File: src/rtl/cp0_int_regs_if.sv
// CP0 interrupt register block bus: encoder request/proposal, CPU entry/return
// handshake and the mtc0/mfc0 port.
interface cp0_int_regs_if;
    logic        int_req;
    logic [31:0] int_epc;
    logic [31:0] int_cause;
    logic [31:0] int_status;
    logic        boundary;
    logic        take;
    logic [31:0] vector;
    logic        eret;
    logic [31:0] epc_out;
    logic        cp0_we;
    logic [4:0]  cp0_addr;
    logic [31:0] cp0_wdata;
    logic [31:0] cp0_rdata;
    logic [31:0] status_out;
    logic [31:0] isr_out;

    modport slave (
        input  int_req, int_epc, int_cause, int_status, boundary, eret,
               cp0_we, cp0_addr, cp0_wdata,
        output take, vector, epc_out, cp0_rdata, status_out, isr_out
    );

    modport master (
        output int_req, int_epc, int_cause, int_status, boundary, eret,
               cp0_we, cp0_addr, cp0_wdata,
        input  take, vector, epc_out, cp0_rdata, status_out, isr_out
    );
endinterface

File: src/rtl/cp0_int_regs.sv
// CP0 interrupt registers: commits encoder proposals at instruction boundaries,
// sequences entry/flush/eret. Define CP0_EPC_STACK_EN for a 4-deep EPC stack.
//
// state | meaning
// IDLE  | accepting take, eret and mtc0
// FLUSH | blanking after entry; take held 0, eret/mtc0 dropped
module cp0_int_regs #(
    parameter logic [31:0] VECTOR       = 32'h0000_0008,
    parameter int          FLUSH_CYCLES = 2
) (
    input  logic         clk,
    input  logic         rst,
    cp0_int_regs_if.slave bus
);
    typedef enum logic {IDLE, FLUSH} state_t;

    state_t      state_q, state_d;
    logic [3:0]  cnt_q, cnt_d;
    logic [31:0] status_q, status_d;
    logic [31:0] cause_q, cause_d;
    logic [31:0] isr_q, isr_d;
    logic        full, take, do_eret, do_we;
    logic [31:0] low_bit, epc_top;

`ifdef CP0_EPC_STACK_EN
    logic [31:0] stk_q [4];
    logic [31:0] stk_d [4];
    logic [2:0]  depth_q, depth_d;

    assign full    = (depth_q == 3'd4);
    assign epc_top = (depth_q == 3'd0) ? 32'd0 : stk_q[2'(depth_q - 3'd1)];
`else
    logic [31:0] epc_q, epc_d;

    assign full    = 1'b0;
    assign epc_top = epc_q;
`endif

    assign take    = (state_q == IDLE) & bus.int_req & bus.boundary & ~full;
    assign do_eret = (state_q == IDLE) & bus.eret & ~take;
    assign do_we   = (state_q == IDLE) & bus.cp0_we & ~take & ~bus.eret;
    // isolates the lowest in-service bit (zero when ISR is empty)
    assign low_bit = isr_q & (~isr_q + 32'd1);

    always_comb begin
        state_d  = state_q;
        cnt_d    = cnt_q;
        status_d = status_q;
        cause_d  = cause_q;
        isr_d    = isr_q;
`ifdef CP0_EPC_STACK_EN
        stk_d    = stk_q;
        depth_d  = depth_q;
`else
        epc_d    = epc_q;
`endif
        case (state_q)
            IDLE: begin
                if (take) begin
                    status_d = bus.int_status;
                    cause_d  = bus.int_cause;
                    isr_d    = isr_q | (bus.int_status & ~status_q);
                    cnt_d    = 4'(FLUSH_CYCLES - 1);
                    state_d  = FLUSH;
`ifdef CP0_EPC_STACK_EN
                    stk_d[depth_q[1:0]] = bus.int_epc;
                    depth_d             = depth_q + 3'd1;
`else
                    epc_d    = bus.int_epc;
`endif
                end else if (do_eret) begin
                    isr_d    = isr_q & ~low_bit;
                    status_d = status_q & ~low_bit;
`ifdef CP0_EPC_STACK_EN
                    if (depth_q != 3'd0) depth_d = depth_q - 3'd1;
`endif
                end else if (do_we) begin
                    case (bus.cp0_addr)
                        5'd12: status_d = bus.cp0_wdata;
                        5'd13: cause_d  = bus.cp0_wdata;
`ifdef CP0_EPC_STACK_EN
                        5'd14: if (depth_q != 3'd0) stk_d[2'(depth_q - 3'd1)] = bus.cp0_wdata;
`else
                        5'd14: epc_d    = bus.cp0_wdata;
`endif
                        default: ;
                    endcase
                end
            end
            FLUSH: begin
                if (cnt_q == 4'd0) state_d = IDLE;
                else               cnt_d   = cnt_q - 4'd1;
            end
            default: state_d = IDLE;
        endcase
    end

    always_ff @(posedge clk) begin
        if (rst) begin
            state_q  <= IDLE;
            cnt_q    <= 4'd0;
            status_q <= 32'hFFFF_FFFF;
            cause_q  <= 32'd0;
            isr_q    <= 32'd0;
`ifdef CP0_EPC_STACK_EN
            for (int i = 0; i < 4; i++) stk_q[i] <= 32'd0;
            depth_q  <= 3'd0;
`else
            epc_q    <= 32'd0;
`endif
        end else begin
            state_q  <= state_d;
            cnt_q    <= cnt_d;
            status_q <= status_d;
            cause_q  <= cause_d;
            isr_q    <= isr_d;
`ifdef CP0_EPC_STACK_EN
            stk_q    <= stk_d;
            depth_q  <= depth_d;
`else
            epc_q    <= epc_d;
`endif
        end
    end

    always_comb begin
        case (bus.cp0_addr)
            5'd12:   bus.cp0_rdata = status_q;
            5'd13:   bus.cp0_rdata = cause_q;
            5'd14:   bus.cp0_rdata = epc_top;
            5'd15:   bus.cp0_rdata = isr_q;
            default: bus.cp0_rdata = 32'd0;
        endcase
    end

    assign bus.take       = take;
    assign bus.vector     = VECTOR;
    assign bus.epc_out    = epc_top;
    assign bus.status_out = status_q;
    assign bus.isr_out    = isr_q;
endmodule

File: src/flat_wrapper.sv
// flat-port wrapper written by rule: the top's interface ports become plain ports
module cp0_int_regs_flat 
#(
    parameter logic [31:0] VECTOR       = 32'h0000_0008,
    parameter int          FLUSH_CYCLES = 2
)
  (clk, rst, bus_int_req, bus_int_epc, bus_int_cause, bus_int_status, bus_boundary, bus_eret, bus_cp0_we, bus_cp0_addr, bus_cp0_wdata, bus_take, bus_vector, bus_epc_out, bus_cp0_rdata, bus_status_out, bus_isr_out);
  cp0_int_regs_if bus_i ();
  input  logic clk;
  input  logic rst;
  input wire logic [$bits(bus_i.int_req)-1:0] bus_int_req;
  input wire logic [$bits(bus_i.int_epc)-1:0] bus_int_epc;
  input wire logic [$bits(bus_i.int_cause)-1:0] bus_int_cause;
  input wire logic [$bits(bus_i.int_status)-1:0] bus_int_status;
  input wire logic [$bits(bus_i.boundary)-1:0] bus_boundary;
  input wire logic [$bits(bus_i.eret)-1:0] bus_eret;
  input wire logic [$bits(bus_i.cp0_we)-1:0] bus_cp0_we;
  input wire logic [$bits(bus_i.cp0_addr)-1:0] bus_cp0_addr;
  input wire logic [$bits(bus_i.cp0_wdata)-1:0] bus_cp0_wdata;
  output wire logic [$bits(bus_i.take)-1:0] bus_take;
  output wire logic [$bits(bus_i.vector)-1:0] bus_vector;
  output wire logic [$bits(bus_i.epc_out)-1:0] bus_epc_out;
  output wire logic [$bits(bus_i.cp0_rdata)-1:0] bus_cp0_rdata;
  output wire logic [$bits(bus_i.status_out)-1:0] bus_status_out;
  output wire logic [$bits(bus_i.isr_out)-1:0] bus_isr_out;
  assign bus_i.int_req = bus_int_req;
  assign bus_i.int_epc = bus_int_epc;
  assign bus_i.int_cause = bus_int_cause;
  assign bus_i.int_status = bus_int_status;
  assign bus_i.boundary = bus_boundary;
  assign bus_i.eret = bus_eret;
  assign bus_i.cp0_we = bus_cp0_we;
  assign bus_i.cp0_addr = bus_cp0_addr;
  assign bus_i.cp0_wdata = bus_cp0_wdata;
  assign bus_take = bus_i.take;
  assign bus_vector = bus_i.vector;
  assign bus_epc_out = bus_i.epc_out;
  assign bus_cp0_rdata = bus_i.cp0_rdata;
  assign bus_status_out = bus_i.status_out;
  assign bus_isr_out = bus_i.isr_out;
  cp0_int_regs #(.VECTOR(VECTOR), .FLUSH_CYCLES(FLUSH_CYCLES)) u_core (.clk(clk), .rst(rst), .bus(bus_i));
endmodule
File: config.mk
export PLATFORM = sky130hd
export DESIGN_NAME = cp0_int_regs_flat
export DESIGN_NICKNAME = d
export VERILOG_FILES = /design/src/rtl/cp0_int_regs_if.sv /design/src/rtl/cp0_int_regs.sv /design/src/flat_wrapper.sv
export SDC_FILE = /design/constraint.sdc
export NUM_CORES = 1
export LEC_CHECK = 0
export ABC_CLOCK_PERIOD_IN_PS = 2000
export BUFFER_PORTS_ARGS = -buffer_cell sky130_fd_sc_hd__buf_2
export CAP_MARGIN = 0
export CORE_MARGIN = 4
export CORE_UTILIZATION = 45
export CTS_BUF_LIST = sky130_fd_sc_hd__clkbuf_16
export DETAILED_ROUTE_END_ITERATION = 10
export HOLD_SLACK_MARGIN = 0.06
export PLACE_DENSITY = 0.88
export SYNTH_ARGS = -nofsm -noshare
export SYNTH_HDL_FRONTEND = slang
export SYNTH_SLANG_ARGS = --single-unit
File: constraint.sdc
create_clock -name clk -period 2 [get_ports clk]
set_clock_uncertainty 0.2 [all_clocks]
set_input_delay 0.2 -clock clk [delete_from_list [all_inputs] [get_ports clk]]
set_output_delay 0.2 -clock clk [all_outputs]
set_load 0.03 [all_outputs]
==> results of run 1 <==
-- flip-flops by register name (all words and copies together), names as in the netlist --
name,flops
u_core.bus.status_out,32
u_core.cause_q,32
u_core.bus.epc_out,32
u_core.bus.isr_out,32
u_core.state_q,1
u_core.cnt_q,4
-- per-stage QoR --
| step | worst slack, ns | instances | hold WS (ns) | util [%] |
|---|---|---|---|---|
| floorplan | -0.000448 | 920 | 0.160 | - |
| global placement | 0.0119 | 1377 | 0.268 | 57.2 |
| detailed placement | -0.0250 | 1377 | 0.282 | 57.2 |
| CTS | 0.0305 | 1539 | 0.107 | 68.3 |
| global route | -0.0448 | 1541 | 0.134 | 68.8 |
| finish | 0.00773 | 1541 | 0.125 | 68.8 |
-- repair_timing --
item | CTS | global route
cloned | 0 | 0
hold endpoints to repair | 128 | 0
resized for setup | 4 | 17
hold buffers | 128 | 0
pin swaps | 0 | 3
setup buffers | 4 | 2
endpoints found under the setup margin | 9 | 58
-- layer usage --
| metal | vias to the layer above | GRT usage [%] |
|---|---|---|
| met5 | - | 0 |
| met3 | 137 | 7.59 |
| met1 | 4404 | 37.4 |
| met4 | 0 | 14.3 |
| met2 | 665 | 53.8 |
| li1 | 4147 | - |
-- placed cells by master (no fill, tap or decap), types with 23 or more instances in the layout --
cell	instances
mux2i_1	128
a21oi_1	56
dlygate4sd3_1	128
nor2_1	54
buf_4	75
o22ai_1	32
inv_1	37
a31oi_1	23
dfxtp_1	130
conb_1	32
buf_2	265
o21ai_0	46
a211oi_1	45
nand2_1	33
-- final cells by class --
cell class | instances | area share, %
Sequential cell | 133 | 23.2
Multi-Input combinational cell | 643 | 39.3
Timing Repair Buffer | 480 | 29.5
Inverter | 35 | 1.17
Tap cell | 220 | 2.40
Clock buffer | 17 | 3.70
Clock inverter | 13 | 0.686
-- cells by family (layout without fill, tap and decap cells) --
| group | Yosys count | after routing | synth area share [%] |
|---|---|---|---|
| AO/OA/AOI/OAI | 296 | 296 | 25.4 |
| XOR/XNOR | 2 | 2 | 0.227 |
| adder cells (fa/ha/maj) | 1 | 1 | 0.162 |
| buffers and inverters | 144 | 545 | 9.51 |
| flip-flops | 133 | 133 | 34.5 |
| multiplexers | 128 | 128 | 16.6 |
| other | 2 | 32 | 0.0974 |
| AND/OR/NAND/NOR | 184 | 184 | 13.4 |
-- worst max-delay path by stage --
stage | start | end | slack, ns | cells past startpoint
3_5_place_dp | bus_cp0_addr[1] | u_core.bus.status_out[1]$_SDFFE_PP1P_ | -0.03 | 6
2_1_floorplan | u_core.bus.isr_out[0]$_SDFFE_PP0P_ | u_core.bus.status_out[6]$_SDFFE_PP1P_ | -0.0004 | 5
6_report | u_core.bus.isr_out[25]$_SDFFE_PP0P_ | bus_cp0_rdata[25] | 0.008 | 3
5_1_grt | u_core.state_q$_SDFF_PP0_ | bus_take | -0.04 | 4
4_1_cts | u_core.bus.isr_out[17]$_SDFFE_PP0P_ | u_core.bus.status_out[27]$_SDFFE_PP1P_ | 0.03 | 4
3_3_place_gp | bus_cp0_addr[1] | u_core.bus.status_out[1]$_SDFFE_PP1P_ | 0.01 | 6
-- worst register-to-register path: stages (launching register included) --
cell      delay, ns
dfxtp_2        0.39
nand3b_1       0.27
inv_4          0.07
buf_4          0.19
buf_12         0.17
a22o_1         0.25
a221o_1        0.30
-- where the power goes --
| part | total [mW] | internal [mW] | switching, mW |
|---|---|---|---|
| combinational | 2.09 | 0.852 | 1.24 |
| sequential | 3.00 | 2.83 | 0.167 |
| clock | 2.79 | 1.64 | 1.15 |
| total | 7.88 | 5.32 | 2.56 |
==> flow_metrics.py, run 1 <==
metrics = {
    "routing": {
        "drcViolationCount": 0,
        "wirelength_met1_mm": 12.2,
        "drtAntennaViolNets": 0,
        "drt-pass1-iter-count": 6,
        "route.met2.wl_mm": 15.8,
        "vias_per_cell": 6.07,
        "num_vias": 9353,
        "wl_met3_mm": 2.95,
        "wire_per_inst_um": 20.9,
        "wirelength_mm": 32.2,
        "initialDrtViolationCount": 921,
        "routed.top_layer": "met4",
    },
    "synthesis": {
        "synth.most_common_cell": "dfxtp_1",
        "synth_cell_types": 66,
        "ys_top_cells_by_count": "dfxtp_1 (133), mux2i_1 (128), a21oi_1 (57)",
        "synth_edf_count": 0,
        "yosysTopAreaCell": "dfxtp_1",
        "ys_seq_area_share_pct": 34.5,
        "synth_top_area_share_pct": 34.5,
        "syn_avg_cell_area_um2": 8.66,
        "async_flop_share_pct": 0,
        "synth_area_um2": 7710,
        "synth_seq_cells": 133,
        "yosysWarnings": 0,
        "ys.flop_type": "dfxtp_1",
        "synth_area_leaders": "dfxtp_1 (35%), mux2i_1 (17%), a211oi_1 (4.5%)",
        "syn_inst": 890,
    },
    "clocking": {
        "cts.sinks": 133,
        "cts_max_path_buffers": 2,
        "cts_made_buffers": 17,
        "insertion_delay_ns": 0.42,
        "clkTransAtPathRegs_ns": 0.06,
        "cts_tree": "yes",
        "root_buffer": "clkbuf_16",
        "htreeDepth": 4,
    },
    "worst_setup_path": {
        "crit_arrival_ns": 1.59,
        "worstRegToRegCells": 6,
        "reg2reg_from": "u_core.state_q$_SDFF_PP0_",
        "start_kind": "flip-flop",
        "path_cells": "mux2i_1 -> o22ai_1 -> buf_2",
        "cp_num_buf_inv": 1,
        "slowest_delay_ns": 0.50,
        "cp.required_ns": 1.60,
        "path_delay_family": "flip-flops",
        "cp_max_fo": 8,
        "cp_slowest_cell": "dfxtp_1",
        "reg2reg_slack_ns": 0.06,
        "critPathKind": "flip-flop to output pin",
        "critPathCaptureType": "output pin",
        "r2r-end": "u_core.bus.status_out[6]$_SDFFE_PP1P_",
    },
    "floorplanning": {
        "die_area_um2": 19300,
        "core_um2": 16700,
        "die_w_um": 139,
        "dieHeight_um": 139,
        "io_pins": 300,
        "rows": 47,
        "start_util_pct": 46.1,
    },
    "sta": {
        "rsz0062_at_grt": "true",
        "tightest_slew_ns": 0.550,
        "fin_crit_sh_pct": 99.6,
        "drv_slew": 0,
        "setup_tns_ns": 0,
        "hold_viol_final": 0,
        "slew_headroom_pct": 62.9,
        "clock.fmax_ghz": 0.502,
        "setup_violations": 0,
        "timing.final.crit_period_ns": 1.99,
    },
    "hold_path": {
        "hp-start": "rst",
        "worst_hold_path_type": "input port to flip-flop",
        "holdPathEnd": "u_core.bus.status_out[8]$_SDFFE_PP1P_",
        "whs_path_depth": 4,
    },
    "final_layout": {
        "nets": 1450,
        "diodes": 0,
        "multi_input_area_um2": 4520,
        "area_growth_pct": 49.0,
        "drive_gt1_share_pct": 30.4,
        "fin_area_um2": 11500,
        "seq_area_um2": 2670,
        "fill_cells": 1173,
    },
    "global_route": {
        "grt_pass1_vias": 9542,
        "gr-total-overflow": 0,
        "grt_pass1_wl_mm": 49.9,
        "antenna_found_initial": 0,
        "grt_util_all_layers_pct": 31.5,
        "grt_max_degree": 89,
    },
    "pwr": {
        "p_per_area_nw_per_um2": 686,
        "power_mw": 7.88,
        "leakagePower_nw": 5.68,
        "ir_drop_mv": 0.628,
    },
    "placed_design": {
        "port_buffers": 267,
        "placed_area_um2": 9560,
        "hpwl_mm": 20.0,
        "globalplace.congestion": 0.900,
    },
    "outcome": {
        "status": "completed",
    },
    "job": {
        "drv_cap": 0,
    },
}
(Power assumes the default switching activity.)
==> run 2: changes to the inputs <==
--- a/config.mk
+++ b/config.mk
@@ -9,11 +9,12 @@
 export BUFFER_PORTS_ARGS = -buffer_cell sky130_fd_sc_hd__buf_2
 export CAP_MARGIN = 0
 export CORE_MARGIN = 4
-export CORE_UTILIZATION = 45
+export CORE_UTILIZATION = 30
 export CTS_BUF_LIST = sky130_fd_sc_hd__clkbuf_16
 export DETAILED_ROUTE_END_ITERATION = 10
 export HOLD_SLACK_MARGIN = 0.06
-export PLACE_DENSITY = 0.88
+export MAX_ROUTING_LAYER = met4
+export PLACE_DENSITY = 0.66
 export SYNTH_ARGS = -nofsm -noshare
 export SYNTH_HDL_FRONTEND = slang
 export SYNTH_SLANG_ARGS = --single-unit
==> run 2 against run 1 <==
Net effect: worst setup slack worse by 0.015 ns; largest cell class unchanged; wire length down 0.99%; worst hold slack better by 0.071 ns; sequential cell count unchanged; die area up 47%; the flow now finishes with violations (negative setup slack); non-clock buffer count down 1.
==> flow_metrics.py, run 2 (synthesis results as in run 1) <==
metrics = {
    "global_route": {
        "grt_util_all_layers_pct": 21.5,
        "grt_max_degree": 93,
        "gr-total-overflow": 0,
        "grt_pass1_vias": 8710,
        "grt_pass1_wl_mm": 47.5,
        "antenna_found_initial": 0,
    },
    "floorplanning": {
        "dieHeight_um": 168,
        "rows": 58,
        "die_area_um2": 28300,
        "io_pins": 300,
        "start_util_pct": 30.5,
        "die_w_um": 168,
        "core_um2": 25300,
    },
    "clocking": {
        "clkTransAtPathRegs_ns": 0.06,
        "cts.sinks": 133,
        "cts_max_path_buffers": 2,
        "htreeDepth": 4,
        "cts_tree": "yes",
        "cts_made_buffers": 17,
        "insertion_delay_ns": 0.42,
        "root_buffer": "clkbuf_16",
    },
    "sta": {
        "slew_headroom_pct": 65.0,
        "worst_slack_ns": -0.00703,
        "setup_tns_ns": -0.00703,
        "holdWs_ns": 0.196,
        "hold_viol_final": 0,
        "setup_violations": 1,
        "timing.final.crit_period_ns": 2.01,
        "clock.fmax_ghz": 0.498,
        "tightest_slew_ns": 0.521,
        "fin_crit_sh_pct": 100,
        "rsz0062_at_grt": "true",
        "drv_slew": 0,
    },
    "worst_setup_path": {
        "worstRegToRegCells": 5,
        "r2r-end": "u_core.bus.status_out[29]$_SDFFE_PP1P_",
        "reg2reg_from": "u_core.bus.isr_out[17]$_SDFFE_PP0P_",
        "cp_num_buf_inv": 1,
        "start_kind": "flip-flop",
        "critPathLaunch": "u_core.bus.isr_out[17]$_SDFFE_PP0P_",
        "cp-endpoint": "u_core.bus.status_out[29]$_SDFFE_PP1P_",
        "slowest_delay_ns": 0.49,
        "crit_arrival_ns": 2.09,
        "path_delay_family": "compound AO/OA/AOI/OAI gates",
        "cp_slowest_cell": "o41ai_1",
        "cp.required_ns": 2.08,
        "cp_max_fo": 8,
        "crit_cells": 5,
        "reg2reg_slack_ns": -0.007,
        "critPathCaptureType": "flip-flop",
        "path_cells": "nor3_2 -> buf_4 -> nand4b_1 -> o41ai_1 -> o211ai_1",
        "critPathKind": "flip-flop to flip-flop",
    },
    "placed_design": {
        "hpwl_mm": 21.9,
        "globalplace.congestion": 0.851,
        "port_buffers": 267,
    },
    "routing": {
        "initialDrtViolationCount": 712,
        "drtAntennaViolNets": 0,
        "drt-pass1-iter-count": 5,
        "num_vias": 8801,
        "wirelength_mm": 31.9,
        "drcViolationCount": 0,
        "wire_per_inst_um": 19.3,
        "vias_per_cell": 5.32,
    },
    "outcome": {
        "status": "complete, but fails checks",
        "violations": "negative setup slack",
    },
    "hold_path": {
        "worst_hold_path_type": "input port to flip-flop",
    },
    "final_layout": {
        "final_cell_mix": "buf_2 (265), dfxtp_1 (130), dlygate4sd3_1 (129)",
        "nets": 1450,
        "diodes": 0,
        "area_growth_pct": 52.2,
        "final_common_cell": "buf_2",
        "post-route-util_pct": 46.5,
        "drive_gt1_share_pct": 31.1,
    },
    "pwr": {
        "p_per_area_nw_per_um2": 680,
        "ir_drop_mv": 0.397,
        "leakagePower_nw": 5.71,
    },
    "job": {
        "drv_cap": 0,
    },
}
-- run 2: cell types whose count changed in the layout (fill, tap and decap cells not counted), moves of 3 or more --
cell        before  now
buf_12           9   14
buf_4           75   67
clkinv_1         6    1
clkinv_2         3    6
clkinvlp_4       0    3
nor4_1          14   11
nor4_2           1    4
-- run 2: cell type report --
class | count | area [um2]
repair buffers | 479 | 3460
fillers | 2406 | 13500
flip-flops and latches | 133 | 2670
clock buffers | 17 | 425
clock inverters | 15 | 101
inverters | 35 | 134
well taps | 330 | 413
multi-input cells | 644 | 4530
-- run 2: metal layers --
layer	global-route usage [%]	routed length, um	up-vias
li1	-	-	4157
met1	27.2	14300	4226
met3	3.15	1700	55
met5	-	0	-
met4	7.02	673	0
met2	35.5	15200	363
-- run 2: how the worst min path moves through the flow --
stage	start	end	slack [ns]	depth (start not counted)
6_report	bus_int_req	u_core.bus.status_out[31]$_SDFFE_PP1P_	0.20	5
4_1_cts	bus_int_req	u_core.bus.status_out[31]$_SDFFE_PP1P_	0.18	5
2_1_floorplan	bus_int_status[4]	u_core.bus.isr_out[4]$_SDFFE_PP0P_	0.16	2
3_5_place_dp	u_core.cnt_q[1]$_SDFFE_PP0P_	u_core.cnt_q[1]$_SDFFE_PP0P_	0.28	2
5_1_grt	bus_int_req	u_core.bus.status_out[31]$_SDFFE_PP1P_	0.24	5
3_3_place_gp	u_core.cnt_q[1]$_SDFFE_PP0P_	u_core.cnt_q[1]$_SDFFE_PP0P_	0.27	2
-- run 2: where the power goes --
part / switching (mW) / internal [mW]
sequential: 0.164 / 2.83
combinational: 1.22 / 0.876
clock: 1.22 / 1.67
-- run 2: tightest hold or removal path: stages --
cell      delay, ns
buf_2          0.12
and2_1         0.16
o221ai_1       0.15
a221oi_1       0.09
nand2_1        0.06
-- run 2: per-stage QoR --
step	worst slack, ns	area [um2]	instances	power, mW
final	-0.00703	11700	1653	7.98
after global routing	-0.126	11700	1653	8.31
after global placement	-0.0966	9760	1485	4.83
after floorplan	-0.000448	7820	920	4.18
after CTS	0.0247	11600	1648	7.94
after detailed placement	0.0285	9760	1485	4.86
-- run 2: timing repair --
action	in CTS	in global routing
hold endpoints to repair	127	0
cloned	0	2
buffers inserted	2	3
setup endpoints to repair	2	28
hold buffers	129	0
gates resized for setup	2	17
==> run 3: changes to the inputs <==
--- a/config.mk
+++ b/config.mk
@@ -5,7 +5,7 @@
 export SDC_FILE = /design/constraint.sdc
 export NUM_CORES = 1
 export LEC_CHECK = 0
-export ABC_CLOCK_PERIOD_IN_PS = 2000
+export ABC_CLOCK_PERIOD_IN_PS = 1700
 export BUFFER_PORTS_ARGS = -buffer_cell sky130_fd_sc_hd__buf_2
 export CAP_MARGIN = 0
 export CORE_MARGIN = 4
==> constraint.sdc (replaced) <==
create_clock -name clk -period 1.7 [get_ports clk]
set_clock_uncertainty 0.2 [all_clocks]
set_input_delay 0.085 -clock clk [delete_from_list [all_inputs] [get_ports clk]]
set_output_delay 0.085 -clock clk [all_outputs]
set_load 0.03 [all_outputs]
==> run 3 against run 2 <==
Net effect: clock power rose by 28%; highest routed layer unchanged; critical path type unchanged; utilization up 9.2 points; final cell count is 5.9% higher; the flow still finishes with violations (negative setup slack); via count up 9.6%; largest cell class unchanged; sequential share of layout area decreased by 3.3 points; final area grew 20%; first-iteration DRC count up 2.9%.
==> flow_metrics.py, run 3 (synthesis results as in run 1) <==
metrics = {
    "worst_setup_path": {
        "start_kind": "flip-flop",
        "cp.required_ns": 1.79,
        "crit_arrival_ns": 2.00,
        "critPathCaptureType": "flip-flop",
        "critPathKind": "flip-flop to flip-flop",
        "worstRegToRegCells": 6,
        "cp_max_fo": 12,
    },
    "final_layout": {
        "drive_gt1_share_pct": 45.4,
        "layout.cells.non_filler": 1750,
        "fill_cells": 2076,
        "seq_area_um2": 2730,
        "final_cell_mix": "buf_2 (237), dlygate4sd3_1 (129), buf_4 (124)",
        "fin_area_um2": 14000,
        "post-route-util_pct": 55.6,
        "multi_input_area_um2": 5280,
        "nets": 1547,
        "diodes": 0,
        "final_common_cell": "buf_2",
        "area_growth_pct": 82.3,
    },
    "clocking": {
        "cts_tree": "yes",
        "cts_max_path_buffers": 2,
        "clkTransAtPathRegs_ns": 0.06,
        "cts_made_buffers": 17,
        "htreeDepth": 4,
        "root_buffer": "clkbuf_16",
        "insertion_delay_ns": 0.42,
        "cts.sinks": 133,
    },
    "routing": {
        "vias_per_cell": 5.51,
        "drcViolationCount": 0,
        "drtAntennaViolNets": 0,
        "initialDrtViolationCount": 733,
        "num_vias": 9642,
        "wire_per_inst_um": 21.2,
        "drt-pass1-iter-count": 5,
        "wirelength_mm": 37.1,
    },
    "placed_design": {
        "globalplace.congestion": 0.850,
        "port_buffers": 267,
        "hpwl_mm": 22.8,
        "dpl.cell_count": 1538,
        "placed_area_um2": 10300,
    },
    "pwr": {
        "p_clk_share_pct": 35.6,
        "ir_drop_mv": 0.481,
        "combinationalPowerShare_pct": 30.7,
        "switching_share_pct": 32.9,
        "power_mw": 10.4,
        "seqPwrFrac_pct": 33.7,
        "p_per_area_nw_per_um2": 743,
        "switching_power_mw": 3.43,
        "leakagePower_nw": 6.55,
        "internal_power_mw": 7.00,
    },
    "hold_path": {
        "whs_path_depth": 5,
        "worst_hold_path_type": "input port to flip-flop",
    },
    "global_route": {
        "grt_pass1_wl_mm": 53.4,
        "antenna_found_initial": 0,
        "gr-total-overflow": 0,
        "grt_util_all_layers_pct": 24.3,
        "grt_pass1_vias": 9420,
        "grt_max_degree": 35,
    },
    "sta": {
        "holdWs_ns": 0.160,
        "clock.fmax_ghz": 0.522,
        "rsz0062_at_grt": "true",
        "worst_slack_ns": -0.215,
        "timing.final.crit_period_ns": 1.92,
        "hold_viol_final": 0,
        "drv_slew": 0,
        "fin_crit_sh_pct": 113,
        "setup_violations": 123,
    },
    "floorplanning": {
        "io_pins": 300,
        "core_um2": 25300,
        "die_area_um2": 28300,
        "die_w_um": 168,
        "dieHeight_um": 168,
        "start_util_pct": 30.5,
        "rows": 58,
    },
    "outcome": {
        "status": "complete, but fails checks",
        "violations": "negative setup slack",
    },
    "job": {
        "drv_cap": 0,
    },
}
## run 3: repair_timing
action | 4_1_cts | 5_1_grt
buffers inserted | 25 | 9
gates cloned | 15 | 10
setup endpoints to repair | 128 | 155
hold buffers | 129 | 0
resized for setup | 123 | 175
pin swaps | 67 | 55
hold endpoints to repair | 133 | 0
## run 3: stage by stage
step                      worst slack (ns)  TNS (ns)
final                               -0.215    -11.00
after CTS                           -0.189    -10.68
after global routing                -0.300    -20.17
after detailed placement            -0.182     -9.23
after floorplan                     -0.134     -6.07
after global placement              -0.187     -6.31
## run 3: path summary, 6_finish.rpt
path                                       endpoint  slack (ns)                               start
max             u_core.bus.isr_out[24]$_SDFFE_PP0P_       -0.22  u_core.bus.isr_out[3]$_SDFFE_PP0P_
min          u_core.bus.status_out[30]$_SDFFE_PP1P_        0.16                            bus_eret
max reg2reg     u_core.bus.isr_out[24]$_SDFFE_PP0P_       -0.22  u_core.bus.isr_out[3]$_SDFFE_PP0P_
min reg2reg            u_core.cnt_q[1]$_SDFFE_PP0P_        0.31        u_core.cnt_q[1]$_SDFFE_PP0P_
## run 3: final cells by class
class                           instances  area share, %
Timing Repair Buffer                  576           35.0
Sequential cell                       133           19.5
Clock inverter                         14          0.944
Clock buffer                           18           3.21
Multi-Input combinational cell        644           37.5
Tap cell                              330           2.94
Inverter                               35          0.953
## run 3: worst max-delay path, stage by stage, from the launching register on
cell and delay (ns):
dfxtp_4 0.36, nor4_4 0.25, buf_4 0.19, nand4_4 0.10, buf_12 0.18, nor4_4 0.37, a211oi_1 0.13
## run 3: layer usage
layer,up-vias,GRT usage [%],share of wire (%)
met4,0,7.37,2.5
met2,528,40.1,49
met3,85,3.69,6.8
met5,-,-,0
li1,4359,-,-
met1,4670,30.7,42
## run 3: power by group through the flow
stage	registers, mW	logic (mW)	clock network [mW]
after floorplan	3.82	1.15	0
after global placement	3.57	2.28	0
after detailed placement	3.57	2.30	0
after CTS	3.51	2.88	3.73
after global routing	3.55	3.37	3.86
final	3.52	3.20	3.71
